--- config.mk ---
export PLATFORM = sky130hd
export DESIGN_NAME = uart_rx_ctrl
export DESIGN_NICKNAME = d
export VERILOG_FILES = /design/src/rtl/uart_rx_ctrl.sv
export SDC_FILE = /design/constraint.sdc
export NUM_CORES = 1
export LEC_CHECK = 0
export ABC_AREA = 1
export CORE_ASPECT_RATIO = 1.4
export CORE_MARGIN = 2
export CORE_UTILIZATION = 30
export DETAILED_ROUTE_END_ITERATION = 10
export GPL_TIMING_DRIVEN = 0
export PLACE_DENSITY = 0.61
export SETUP_SLACK_MARGIN = 0.3
export SLEW_MARGIN = 20
export SYNTH_ARGS = -nofsm -noshare
export SYNTH_HDL_FRONTEND = slang
export SYNTH_SLANG_ARGS = --single-unit
export TNS_END_PERCENT = 50
--- constraint.sdc ---
create_clock -name clk -period 1.6 [get_ports clk]
set_input_delay 0.16 -clock clk [delete_from_list [all_inputs] [get_ports clk]]
set_output_delay 0.16 -clock clk [all_outputs]
set_load 0.01 [all_outputs]
--- src/rtl/uart_rx_ctrl.sv ---
// UART receive controller: baud strobe generator, receive FIFO with host pop port,
// sticky error flags and level/error interrupt.
module uart_rx_ctrl #(
    parameter int DIV_W  = 16,
    parameter int DEPTH  = 4,
    parameter int AW     = 2,
    parameter int THRESH = 1
) (
    input  logic             clk,
    input  logic             rst,
    input  logic             en,
    input  logic [DIV_W-1:0] div,
    input  logic             flush,
    input  logic             clr_err,
    input  logic [7:0]       RBR,
    input  logic             setRBRF,
    input  logic             setOE,
    input  logic             setFE,
    input  logic             setPE,
    output logic             RxEn,
    output logic             RBRF,
    input  logic             rd_req,
    output logic [7:0]       rd_data,
    output logic             rd_valid,
    output logic [AW:0]      level,
    output logic [2:0]       err,
    output logic             irq
);

    localparam logic [AW:0]      LVL_FULL = (AW+1)'(DEPTH);
    localparam logic [AW:0]      LVL_THR  = (AW+1)'(THRESH);
    localparam logic [AW:0]      LVL_ONE  = (AW+1)'(1);
    localparam logic [AW-1:0]    PTR_ONE  = AW'(1);
    localparam logic [DIV_W-1:0] CNT_ONE  = DIV_W'(1);

    logic [DIV_W-1:0] cnt;
    logic [7:0]       mem [DEPTH];
    logic [AW-1:0]    wptr;
    logic [AW-1:0]    rptr;
    logic             push_pend;

    logic             push;
    logic             pop;
    logic             ovr;
    logic             wr_en;
    logic [AW:0]      level_next;
    logic [2:0]       err_next;

    // Baud generator: compare is >= so a lowered divisor wraps immediately
    always_ff @(posedge clk or negedge rst) begin
        if (!rst) begin
            cnt  <= '0;
            RxEn <= 1'b0;
        end else if (!en) begin
            cnt  <= '0;
            RxEn <= 1'b0;
        end else if (cnt >= div) begin
            cnt  <= '0;
            RxEn <= 1'b1;
        end else begin
            cnt  <= cnt + CNT_ONE;
            RxEn <= 1'b0;
        end
    end

    always_comb begin
        pop        = rd_req && (level != '0) && !flush;
        push       = push_pend && !flush;
        ovr        = push && (level == LVL_FULL) && !pop;
        wr_en      = push && !ovr;
        level_next = level;
        if (flush)
            level_next = '0;
        else if (wr_en && !pop)
            level_next = level + LVL_ONE;
        else if (!wr_en && pop)
            level_next = level - LVL_ONE;
        err_next = (clr_err ? 3'b000 : err) | {setOE | ovr, setFE, setPE};
    end

    // Pending push counts toward fullness so the receiver cannot load a byte with no slot
    assign RBRF = ({1'b0, level} + {{(AW+1){1'b0}}, push_pend}) == {1'b0, LVL_FULL};

    always_ff @(posedge clk) begin
        if (wr_en)
            mem[wptr] <= RBR;
    end

    always_ff @(posedge clk or negedge rst) begin
        if (!rst) begin
            push_pend <= 1'b0;
            wptr      <= '0;
            rptr      <= '0;
            level     <= '0;
            rd_data   <= 8'h00;
            rd_valid  <= 1'b0;
            err       <= 3'b000;
            irq       <= 1'b0;
        end else begin
            push_pend <= setRBRF && !flush;
            level     <= level_next;
            err       <= err_next;
            irq       <= (level_next >= LVL_THR) | (|err_next);
            rd_valid  <= pop;
            if (flush) begin
                wptr <= '0;
                rptr <= '0;
            end else begin
                if (wr_en)
                    wptr <= wptr + PTR_ONE;
                if (pop) begin
                    rptr    <= rptr + PTR_ONE;
                    rd_data <= mem[rptr];
                end
            end
        end
    end

endmodule

=== Word level (Yosys, flattened, before mapping) ===
Memories as Yosys holds them, arrays and structs flattened. A register that Yosys moved wholly into a read port is not among the register bits.
Index checks and enable logic that the tools add are counted.

* Flip-flop bits (word level): 30
* Memory bits (writable): 32
* Input bits: 34
* Output and inout bits: 18
* Logic and storage cells: 57
* Memories: 1

* $add $sub $neg: 6
* Order comparisons: 2
* Equal/unequal tests: 2
* Muxes and demuxes: 14
* Bitwise operators: 4
* Reduce and logical (&&, ||, !) cells: 19

{| class="wikitable"
|+ Memories
! name !! words !! width !! rd ports !! clocked after memory_dff !! write ports !! line !! text
|-
| mem || 4 || 8 || 1 || 1 || 1 || 37 || <nowiki>logic [7:0] mem [DEPTH];</nowiki>
|}

{| class="wikitable"
|+ Operators with widths
! cell !! count
|-
| $mux W16 || 2
|-
| $add A16 B1 Y16 const B || 1
|-
| $ge A16 B16 Y1 || 1
|-
| $mux W3 || 4
|-
| $logic_and A1 B1 Y1 || 9
|-
| $mux W2 || 4
|-
| $logic_not A1 Y1 || 5
|-
| $add A2 B1 Y2 const B || 2
|-
| $add A3 B1 Y4 || 1
|-
| $eq A4 B3 Y1 const B || 1
|-
| $mux W1 || 4
|-
| $reduce_bool A2 Y1 || 2
|-
| $add A3 B1 Y3 const B || 1
|-
| $eq A3 B3 Y1 const B || 1
|-
| $ge A3 B1 Y1 const B || 1
|-
| $or A3 B3 Y3 || 1
|-
| $reduce_bool A3 Y1 || 1
|-
| $reduce_or A3 Y1 || 1
|-
| $sub A3 B1 Y3 const B || 1
|-
| $or A1 B1 Y1 || 2
|-
| $reduce_and A2 Y1 || 1
|-
| $not A1 Y1 || 1
|}

=== Depth between registers and ports, before layout ===
* Word-level depth: 14
* Depth in mapped cells: 12
* Gate-level depth less buffers: 12

=== Worst setup path after synthesis ===
Ideal clock, no wire load.

* Path kind: reg-to-reg
* Start point: reg level[0]
* End point: mem mem[0][0] (enable)
* Library setup time: 0.371 ns
* Arrival time: 1.516 ns
* Required time: 1.229 ns
* Path slack: -0.286 ns
* Cell stages (with the launch flop): 8
* Buffers on the path: 0
* Period minus slack after synthesis: 1.886 ns
* Cell sequence: dfrtp_1 -> inv_1 -> ha_1 -> nand2_4 -> nand2_1 -> nand4_2 -> nand2_2 -> nor2_1

* Longest elaborated chain between the ends: 9
* Elaborated cells between the ends (all ways): 11
* Classes of those cells: eq/ne: 1; mux: 2; reduce/logical: 8

{| class="wikitable"
|+ RTL lines
! item !! line !! text
|-
| from (decl) || 25 || <nowiki>output logic [AW:0] level,</nowiki>
|-
| from (signal assigned) || 101 || <nowiki>level <= level_next;</nowiki>
|-
| $reduce_bool A3 Y1 || 67 || <nowiki>pop = rd_req && (level != '0) && !flush;</nowiki>
|-
| $logic_and A1 B1 Y1 (2 in a row) || 67 ||
|-
| $logic_not A1 Y1 || 69 || <nowiki>ovr = push && (level == LVL_FULL) && !pop;</nowiki>
|-
| $logic_and A1 B1 Y1 (*) || 69 ||
|-
| $logic_not A1 Y1 (*) || 70 || <nowiki>wr_en = push && !ovr;</nowiki>
|-
| $logic_and A1 B1 Y1 (*) || 70 ||
|-
| $mux W1 (*) || 85 || <nowiki>if (wr_en)</nowiki>
|-
| $mux W1 (not written as such) (*) || 86 || <nowiki>mem[wptr] <= RBR;</nowiki>
|-
| to (decl) || 37 ||
|}

Mark *: on every way between the ends. The rest lies on a longest branch, timed or not.

=== Final worst setup path ===
* Start point: reg level[0]
* End point: out RBRF

* Longest elaborated chain between the ends: 2

{| class="wikitable"
|+ RTL lines
! item !! line !! text
|-
| $add A3 B1 Y4 || 82 || <nowiki>assign RBRF = ({1'b0, level} + {{(AW+1){1'b0}}, push_pend}) == {1'b0, LVL_FULL};</nowiki>
|-
| $eq A4 B3 Y1 || 82 ||
|-
| to (decl) || 21 || <nowiki>output logic RBRF,</nowiki>
|}

No other way between the ends.

==> summary.md <==
| Metric | Value |
|---|---|
| Outcome | finished with violations |
| Failing checks | setup timing |
| DP Area | around 4400 um2 |
| Required time worst endpoint | approximately 1.4 ns |
| Clock Skew | about 0.0051 ns |
| Initial Utilization | between 30% and 40% |
| Largest net degree at the start of global routing | 26 |
| Gr ovfl total | 0 |
| DRT Wirelength | approximately 9 mm |
| Crit path arrival time | 1.52 ns |
| Worst Tran Pin Value | ~0.53 ns |
| Die W | around 97 um |
| Power density cells | 958 nW/um2 |
| Maximum VDD drop | ~660 uV |
| Worst r2r path cells | 7 |
| Row count | 47 |
| Detailed-route wire length per cell | about 14 um |
| # IOs | between 50 and 60 |
| Filler cells | between 1000 and 1500 |
| Worst skew pair latency | between 0.3 and 0.4 ns |
| Layout area overhead | 42.9% |
| Yosys cell types | 34 |
| Crit end category | primary output |
| # clock sinks | 70 |
| Vias in the first global route | around 3100 |
| Drt first-iter violations | ~130 |
| Post-route ant nets | 0 |
| Final Hold Vio Count | 0 |
| Max Freq | a little under 0.6 GHz |
| Post-Syn Area | ~3700 um2 |
| Chip height | approximately 130 um |
| Initial antenna violation count | 0 |
| Max incr delay on CP | around 0.43 ns |
| Fin worst setup slack | -0.0846 ns |
| Maxcap violations | 0 |
| Worst path slowest cell | dfrtp_2 |
| Clock Pin Slew Worst Setup and Hold Paths | ~0.06 ns |
| Final setup violation count | just under 50 |
| Reg2Reg Setup Slack | -0.04 ns |
| M1 GR Usage | 14.5% |
| Hold WC Path Type | in2async |
| #FFs+latches synth | 70 |
| DR pass1 iterations | 4 |
| Post-layout min period | about 1.7 ns |
| Worst-path fanout max | 2 |
| Most used routing layer | met2 |
| Final Wtd Congestion | 0.854 |
| Input/output buffers | between 50 and 60 |
| CTS tree | yes |
| M2 GR Usage | 26.3% |
| Mapped Avg Cell Area | between 9 and 10 um2 |
| Die ar. | around 13000 um2 |
| Yosys warns | 0 |
| Remaining DRCs | 0 |
| Via count | just over 3000 |
| Fraction of layout cells with a size suffix above 1 | between 20% and 30% |
| Design Area, Final | ~5200 um2 |
| Post-place setup slack | -0.393 ns |
| Met3 Track Usage GR | 3.57% |
| R2R Path End | cnt[10] |
| Total GRT Usage | between 10% and 20% |
| Mapped Nets | 466 |
| Mapped Cells | around 410 |
| Hpwl dp | approximately 6.2 mm |
| Worst R2R Start | cnt[9] |
| Vias per cell | 4.75 |
| Critical Path, Cell by Cell | ha_4 > ha_4 > nor3_2 > o21ai_1 > inv_1 > buf_2 |
| Slew HR | ~64% |
| Fin. max-slew vios | 0 |
| Crit path kind | reg2out |
| Core area | 11900 um2 |
| CP Launch Type | flip-flop |
| Number of diodes | 0 |
| Seq/Total Area, Yosys | roughly 52% |
| CP most frequent cell | ha_4 |
| Layout Nets | about 550 |
| Fin crit share | 105% |
| H-tree level count | 3 |
| Crit path buf inv count | 2 |
| CP top delay family | flip-flops |
| Unrepaired setup endpoints after global routing | true |
| Leak | around 0.0023 uW |
| TritonCTS Buffers | 9 |
| Clock root buffer | clkbuf_16 |
| First-pass GRT wire length | 14.4 mm |
| Clock Path Buffers | 2 |
## flip-flops by register name, indices dropped and copies added (netlist names)
name	cells
mem	32
cnt	16
rd_data	8
err	3
level	3
rptr	2
wptr	2
RxEn	1
irq	1
push_pend	1
rd_valid	1
## power breakdown
part	switching (uW)	leakage (uW)	internal, uW	total, uW
logic	459	0.00141	400	859
clock network	790	0.000151	1230	2020
registers	107	0.000778	2020	2130
total	1360	0.00234	3650	5010
## how the worst max path moves through the flow
| stage | start | to | slack [ns] | cells after the start |
|---|---|---|---|---|
| floorplan | level[0] | mem[0][0] | 0.06 | 7 |
| global placement | rst | level[1] | -0.91 | 1 |
| detailed placement | div[9] | cnt[7] | -0.39 | 11 |
| CTS | level[0] | RBRF | -0.13 | 6 |
| global route | level[0] | RBRF | -0.17 | 6 |
| finish | level[0] | RBRF | -0.08 | 6 |
## routing by layer
metal | part of all wire, % | vias up
met5 | 0 | -
met4 | 1.4 | 0
met3 | 3.5 | 12
met2 | 56 | 63
met1 | 39 | 1477
li1 | - | 1516
## what timing repair did
| item | CTS | global route |
|---|---|---|
| endpoints found under the hold margin | 13 | 0 |
| gates cloned | 1 | 0 |
| buffers inserted | 16 | 7 |
| hold buffers | 1 | 0 |
| pin swaps | 12 | 9 |
| setup endpoints to repair | 84 | 71 |
| gates resized for setup | 41 | 38 |
## logic make-up after synthesis
group	after synthesis	share of synthesized area [%]
xor gates and xnor gates	1	0.240
DFF	70	52.3
and+or+nand+nor	186	22.8
AOI/OAI and AO/OA	56	8.45
buffers and inverters	67	7.32
adders and majority gates	26	8.90
## stage by stage
step	total power (uW)	hold slack [ns]	std cells	setup TNS, ns	util, %
after global placement	3000	0.468	604	-41.29	37.3
final	5010	0.304	646	-1.16	44.0
after CTS	5040	0.304	639	-2.66	42.2
after floorplan	2550	-0.136	406	0	-
after detailed placement	3030	0.122	605	-13.61	37.4
after global routing	5250	0.326	646	-4.42	44.0
## final cells by class
cell class | count | area [um2] | area share (%)
plain buffers | 6 | 43.8 | 0.838
flip-flops and latches | 70 | 1920 | 36.7
well taps | 147 | 184 | 3.52
multi-input cells | 269 | 1760 | 33.7
repair buffers | 77 | 773 | 14.8
clock inverters | 7 | 78.8 | 1.51
inverters | 61 | 241 | 4.62
clock buffers | 9 | 225 | 4.31
## worst reg2reg max path, cell delays in order, from the launching register on
cell	delay [ns]
dfrtp_1	0.42
ha_4	0.28
nand4_1	0.14
nor3_4	0.21
nand3_2	0.12
nand3_4	0.15
buf_6	0.15
nor2_1	0.04
## cells in the final DEF (no fill, tap or decap), types with 3 or more instances in the layout
master           count
nand2_1             81
inv_1               53
nor2_1              36
dfrtp_1             33
clkdlybuf4s50_1     32
edfxtp_1            32
o21ai_0             25
nand3_1             21
ha_1                17
dlygate4sd2_1       16
buf_4               16
nor2_2              13
a21oi_1             11
ha_4                 9
clkbuf_16            9
nor2_4               8
o22ai_1              8
buf_12               7
inv_2                5
nand4_1              5
nand2_2              5
dfrtp_2              5
inv_6                4
a21oi_2              3
buf_6                3
buf_2                3
## Yosys cell counts (all sizes together)
| library cell | count | area share (%) |
|---|---|---|
| nand2 | 89 | 9.5 |
| inv | 61 | 6.3 |
| nor2 | 58 | 6.6 |
| dfrtp | 38 | 26 |
| edfxtp | 32 | 26 |
| o21ai | 27 | 3.7 |
| ha | 26 | 8.9 |
| nand3 | 25 | 4.0 |
| a21oi | 14 | 1.9 |
| o22ai | 8 | 1.4 |
| nand4 | 7 | 1.5 |
| nor3 | 4 | 0.55 |
| buf | 3 | 0.68 |
| clkbuf | 3 | 0.31 |
| a21o | 2 | 0.41 |
| o21bai | 2 | 0.41 |
| a31o | 1 | 0.24 |
| nand3b | 1 | 0.21 |
| nor3b | 1 | 0.21 |
| o211ai | 1 | 0.21 |
| o21a | 1 | 0.21 |
| or2 | 1 | 0.17 |
| xnor2 | 1 | 0.24 |
Note: power is estimated with default switching activity, not from simulation.
